**src/rtl/maxpool_2x2.sv**
```systemverilog
// ---------------------------------------------------------------------------
// maxpool_2x2
//
// Streaming 2x2, stride-2 max-pooling stage for the U-Net encoder path.
// Input pixels arrive one per valid beat in raster order. One pooled pixel
// is produced per 2x2 window, also in raster order. The feature map is
// square: its height equals the runtime width.
//
// Row pairs are reduced in two passes:
//   - Even input rows. Each horizontal pair max(p[2c], p[2c+1]) is parked in
//     a half-width line buffer.
//   - Odd input rows. Each horizontal pair max is combined with the parked
//     value from the row above, and the result is emitted.
//
// Handshake: in_valid qualifies in_pixel. Every valid beat is accepted and
// there is no backpressure. out_valid is a one-cycle pulse, registered one
// clock after the beat that completes a window. out_row_end and frame_done
// are only ever high together with out_valid.
//
// Optional build macro:
//   MAXPOOL_RELU_EN  When defined, negative pooled results are clamped to 0
//                    (fused ReLU). Output timing is identical in both builds.
//
// Parameters:
//   IMAGE_WIDTH  maximum feature-map width; the line buffer holds
//                IMAGE_WIDTH/2 entries
//   DATA_W       signed pixel width, in and out
//   CNT_W        width of the runtime width input and of the row/col counters
//
// Ports:
//   clk          clock
//   rst          synchronous, active-high reset
//   width        runtime width (even, 2..IMAGE_WIDTH); sampled on the first
//                beat of each frame
//   in_valid     in_pixel is valid this cycle
//   in_pixel     signed input pixel
//   out_valid    one-cycle pulse; out_pixel holds a pooled result
//   out_pixel    signed pooled pixel
//   out_row_end  last pooled pixel of an output row
//   frame_done   last pooled pixel of the frame
// ---------------------------------------------------------------------------
module maxpool_2x2 #(
    parameter int IMAGE_WIDTH = 128,
    parameter int DATA_W      = 20,
    parameter int CNT_W       = 8
) (
    input  logic                     clk,
    input  logic                     rst,
    input  logic [CNT_W-1:0]         width,
    input  logic                     in_valid,
    input  logic signed [DATA_W-1:0] in_pixel,
    output logic                     out_valid,
    output logic signed [DATA_W-1:0] out_pixel,
    output logic                     out_row_end,
    output logic                     frame_done
);

    localparam int LB_DEPTH = IMAGE_WIDTH / 2;
    localparam int LB_AW    = (LB_DEPTH > 1) ? $clog2(LB_DEPTH) : 1;

    // IDLE: waiting for the first beat of a frame.
    // EVEN: processing an even input row.
    // ODD:  processing an odd input row.
    typedef enum logic [1:0] {
        IDLE = 2'd0,
        EVEN = 2'd1,
        ODD  = 2'd2
    } state_t;

    state_t                     state;
    logic [CNT_W-1:0]           col;
    logic [CNT_W-1:0]           row;
    logic [CNT_W-1:0]           w_reg;
    logic signed [DATA_W-1:0]   hold;
    logic signed [DATA_W-1:0]   linebuf [LB_DEPTH];

    // -----------------------------------------------------------------------
    // Datapath
    // -----------------------------------------------------------------------
    logic [CNT_W-1:0]           w_eff;
    logic [CNT_W-1:0]           w_last;
    logic                       col_last;
    logic                       row_last;
    logic                       odd_row;
    logic [LB_AW-1:0]           lb_addr;
    logic signed [DATA_W-1:0]   lb_rd;
    logic signed [DATA_W-1:0]   pair_max;
    logic signed [DATA_W-1:0]   pool_max;
    logic signed [DATA_W-1:0]   result;
    logic                       out_fire;
    logic                       lb_we;

    function automatic logic signed [DATA_W-1:0] smax(
        input logic signed [DATA_W-1:0] a,
        input logic signed [DATA_W-1:0] b
    );
        return (a > b) ? a : b;
    endfunction

    always_comb begin
        // The first beat of a frame arrives while still in IDLE, so its wrap
        // decision must use the live width input instead of w_reg. Only a
        // width of 1 (illegal) could wrap on that first beat.
        w_eff    = (state == IDLE) ? width : w_reg;
        w_last   = w_eff - CNT_W'(1);
        col_last = (col == w_last);
        row_last = (row == w_last);
        // IDLE behaves as row 0, which is an even row.
        odd_row  = (state == ODD);

        // Truncating the address keeps illegal widths inside the buffer.
        // Those widths give unspecified data, but never an unknown index.
        lb_addr  = LB_AW'(col >> 1);
        lb_rd    = linebuf[lb_addr];

        pair_max = smax(hold, in_pixel);
        pool_max = smax(pair_max, lb_rd);

`ifdef MAXPOOL_RELU_EN
        // Applying ReLU after the max gives the same result as applying it
        // before, so a single clamp on the pooled value is enough.
        result   = pool_max[DATA_W-1] ? '0 : pool_max;
`else
        result   = pool_max;
`endif

        out_fire = in_valid && odd_row && col[0];
        lb_we    = in_valid && !odd_row && col[0] && !rst;
    end

    // -----------------------------------------------------------------------
    // Line buffer: one horizontal pair max per output column.
    // No reset is needed: every entry is written on an even row before the
    // following odd row reads it.
    // -----------------------------------------------------------------------
    always_ff @(posedge clk) begin
        if (lb_we) begin
            linebuf[lb_addr] <= pair_max;
        end
    end

    // -----------------------------------------------------------------------
    // Control FSM, counters and registered outputs
    // -----------------------------------------------------------------------
    always_ff @(posedge clk) begin
        if (rst) begin
            state       <= IDLE;
            col         <= '0;
            row         <= '0;
            w_reg       <= '0;
            hold        <= '0;
            out_valid   <= 1'b0;
            out_pixel   <= '0;
            out_row_end <= 1'b0;
            frame_done  <= 1'b0;
        end else begin
            // Idle cycles clear the flags, which keeps out_valid a single-cycle
            // pulse. out_pixel keeps its last value between pulses.
            out_valid   <= out_fire;
            out_row_end <= out_fire && col_last;
            frame_done  <= out_fire && col_last && row_last;
            if (out_fire) begin
                out_pixel <= result;
            end

            if (in_valid) begin
                if (state == IDLE) begin
                    w_reg <= width;
                end

                // The left pixel of each horizontal pair waits in hold.
                if (!col[0]) begin
                    hold <= in_pixel;
                end

                if (col_last) begin
                    col <= '0;
                    if (row_last) begin
                        // The frame ends on the last row even for an illegal odd
                        // width, so a bad width can never trap the counters.
                        row   <= '0;
                        state <= IDLE;
                    end else begin
                        row   <= row + CNT_W'(1);
                        state <= odd_row ? EVEN : ODD;
                    end
                end else begin
                    col <= col + CNT_W'(1);
                    if (state == IDLE) begin
                        state <= EVEN;
                    end
                end
            end
        end
    end

endmodule

```
**config.mk**
```make
export PLATFORM = sky130hd
export DESIGN_NAME = maxpool_2x2
export DESIGN_NICKNAME = d
export VERILOG_FILES = /design/src/rtl/maxpool_2x2.sv
export SDC_FILE = /design/constraint.sdc
export NUM_CORES = 1
export LEC_CHECK = 0
export CELL_PAD_IN_SITES_DETAIL_PLACEMENT = 0
export CELL_PAD_IN_SITES_GLOBAL_PLACEMENT = 1
export CORE_ASPECT_RATIO = 2
export CORE_MARGIN = 1.5
export CORE_UTILIZATION = 50
export DETAILED_ROUTE_END_ITERATION = 12
export GPL_ROUTABILITY_DRIVEN = 0
export PLACE_DENSITY = 0.76
export SLEW_MARGIN = 20
export SYNTH_ARGS = -nofsm -noshare
export SYNTH_HDL_FRONTEND = slang
export SYNTH_SLANG_ARGS = --single-unit
```
**constraint.sdc**
```tcl
create_clock -name clk -period 6.5 [get_ports clk]
set_input_delay 1.3 -clock clk [delete_from_list [all_inputs] [get_ports clk]]
set_output_delay 1.3 -clock clk [all_outputs]
set_load 0.02 [all_outputs]
```
==> reports/qor.yml, run 1 <==
outcome: "finished, final reports clean"
antenna_found_initial: 1
cts_resized: 0
drive_gt1_share_pct: 24.4
r2r_slack_ps: 1020
grt-ovfl-total: 0
viasPerCell: 6.38
clk_transition_reported_paths_ps: 70
synth_top_family_by_area: "multiplexers"
synth_flop_cell: "edfxtp_1"
finalPower_uw: 17600
fin_tns_setup_ps: 0
yosysWarnings: 0
yosys.area_share.simple_pct: 3.87
worstHoldPathType: "reg2reg"
ys_seq_elements: 1355
ant_nets: 0
area_growth_pct: 12.2
critPathKind: "in2reg"
grt_pass1_vias: 29600
crit_chain: "clkdlybuf4s50_1 -> inv_1 -> ha_1 -> a21oi_1 -> inv_1 -> o21ai_2 -> buf_4 -> nand2b_1 -> buf_4 -> a2111oi_0 -> and2_1 -> inv_2 -> ha_1 -> nand2_1 -> nor3_1 -> nand2_1 -> o211ai_1 -> mux2_2 -> o21ai_2 -> buf_12 -> mux2i_1 -> a22o_1"
core_um2: 107000
cts_setup_buffers: 0
synth_fa_ha_area_share_pct: 0.993
placed_cells: 4218
synthArstFlopShare_pct: 0
endpoint_kind: "register"
drt_pass1_iterations: 5
fin_cells: 4420
setup-violations-final: 0
critical-path-slowest-cell: "o21ai_2"
drtIter0Drc: 2666
slew_violations: 0
powerDensity_nw_per_um2: 289
fin_crit_ps: 6060
syn_nets: 2887
grt_pass1_wl_mm: 194
drc: 0
cts_tree: "built"
synth_edf_count: 1280
die_w_um: 236
syn_inst: 2813
wl_per_cell_um: 29.9
yosysSeqAreaShare_pct: 73.7
start_kind: "primary input"
reg_top3: "linebuf x1280, hold x20, out_pixel x20"
gr-usage-all-layers_pct: 24.3
maxCapViolCount: 0
grt_max_degree: 66
skew_ps: 27.4
numCtsBuffers: 111
port_buffers: 53
regMostFlops: "linebuf"
crit_family: "compound AO/OA/AOI/OAI gates"
start_util_pct: 50.4
p_leak_uw: 0.0194
wl_mm: 132
cts_root_buf: "clkbuf_16"
cp_num_buf_inv: 7
ys_types: 66
synth.avg_cell_area_um2: 19.3
vias: 28200
syn_area_um2: 54200
synthXorXnorAreaFrac_pct: 0.443
die_h_um: 469
tightest_slew_ps: 962
crit_required_ps: 7160
htreeDepth: 3
fillers: 7814
hpwlAfterDp_mm: 83.5
peakVddDrop_v: 0.000196
largest_reg_flops: 1280
period_share_pct: 93.3
hold_viol: 0
hold_buffers: 0
clock.fmax_mhz: 165
synthMuxAreaShare_pct: 14.2
clk_path_buf_depth: 3
rsz0062_at_grt: "no"
slowest_delay_ps: 670
relSlewSlack_pct: 35.8
crit_path_start: "in_pixel[3]"
final_util_pct: 56.6
rows: 170
clk_latency_ps: 720
cp.arrival_ps: 6720
cts_sinks: 1355
nNetsFinal: 3029
synth_compound_area_share_pct: 5.03
crit_path_max_fanout: 22
die_area_um2: 110000
num_io_pins: 54
hp-start: "w_reg[7]"
==> Yosys cell counts (22+ instances only) <==
master    instances  area [um2]
and4_1           22         193
a21oi_1          56         280
edfxtp_1       1280       38400
dfxtp_1          75        1500
a221oi_1         58         508
ha_1             43         538
a22oi_1          47         353
clkbuf_1        121         454
mux4_2          320        7210
inv_1            54         203
a211oi_1         36         270
nand2_1         131         492
nor2_1          102         383
nor3_1           56         280
buf_2            24         120
mux2i_1          44         440
buf_1            33         124
a22o_1           77         674
==> power by group <==
group | total [uW] | switching, uW | internal, uW
combinational | 1190 | 786 | 408
clock | 6570 | 3010 | 3560
sequential | 9810 | 30.4 | 9780
==> cells by family after synthesis <==
kind of cell,count (synthesis)
muxes,368
adders and majority gates,43
xor gates and xnor gates,25
buffers and inverters,237
AOI/OAI and AO/OA,358
and+or+nand+nor,427
DFF,1355
==> cell usage in the layout (no fill, tap or decap), types with 11 or more instances in the layout <==
| master | netlist | routed |
|---|---|---|
| a2111oi_0 | 19 | 19 |
| a211oi_1 | 36 | 36 |
| a21oi_1 | 56 | 56 |
| a221oi_1 | 58 | 58 |
| a22o_1 | 77 | 77 |
| a22oi_1 | 47 | 47 |
| and2_1 | 19 | 18 |
| and3_1 | 20 | 20 |
| and4_1 | 22 | 22 |
| buf_12 | 0 | 15 |
| buf_4 | 2 | 142 |
| clkbuf_1 | 121 | 18 |
| clkbuf_16 | 0 | 114 |
| clkdlybuf4s50_1 | 0 | 52 |
| clkinv_1 | 2 | 28 |
| clkinv_2 | 0 | 18 |
| dfxtp_1 | 75 | 73 |
| edfxtp_1 | 1280 | 1280 |
| ha_1 | 43 | 43 |
| inv_1 | 54 | 36 |
| inv_2 | 0 | 18 |
| mux2i_1 | 44 | 44 |
| mux4_2 | 320 | 320 |
| nand2_1 | 131 | 130 |
| nand3_1 | 15 | 15 |
| nand4_1 | 12 | 12 |
| nor2_1 | 102 | 37 |
| nor2_2 | 1 | 65 |
| nor3_1 | 56 | 56 |
| nor4_1 | 12 | 11 |
| o22ai_1 | 18 | 18 |
| xnor2_1 | 20 | 20 |
==> per-stage QoR <==
stage | cell area, um2 | setup slack (ps) | hold slack, ps
3_5_place_dp | 57300 | -175 | 457
2_1_floorplan | 54200 | 10.1 | 436
5_1_grt | 60800 | 111 | 493
6_report | 60800 | 438 | 464
4_1_cts | 60800 | 578 | 467
3_3_place_gp | 57300 | 88.3 | 446
==> path summary, 6_finish.rpt <==
check	endpoint	cells after the start
worst max-delay path	out_pixel[9]	22
worst min-delay path	w_reg[7]	2
worst max register to register	out_pixel[9]	16
worst min register to register	w_reg[7]	2
==> worst register-to-register path, delay by kind of cell, from the launching register on <==
kind / cells / cell delay (ps)
fa+ha+maj: 1 / 200
flops: 1 / 670
buf+inv: 2 / 650
simple gates: 3 / 490
compound gates: 7 / 2180
mux: 3 / 1220
==> routing by layer <==
| layer | global-route usage, % | vias to the layer above | wire [um] |
|---|---|---|---|
| met5 | 0 | - | 0 |
| met4 | 14.6 | 0 | 8170 |
| met3 | 2.85 | 289 | 7330 |
| met2 | 44.7 | 1138 | 71600 |
| met1 | 27.1 | 14800 | 45100 |
| li1 | - | 11900 | - |
==> final cells by class <==
type	count	area [um2]	share of cell area (%)
diodes	1	2.50	0.00412
well taps	1376	1720	2.83
multi-input cells	1221	13500	22.2
repair buffers	210	1890	3.11
clock buffers	132	2920	4.80
flip-flops and latches	1355	39900	65.7
clock inverters	69	597	0.981
inverters	56	210	0.346
No activity file was read; power rests on OpenSTA's default activity.
==> run 2, diff against run 1 <==
--- a/config.mk
+++ b/config.mk
@@ -17,3 +17,4 @@
 export SYNTH_ARGS = -nofsm -noshare
 export SYNTH_HDL_FRONTEND = slang
 export SYNTH_SLANG_ARGS = --single-unit
+export TNS_END_PERCENT = 50
==> results of run 2 <==
The final DEF is identical to that of run 1; final timing and power are the same.
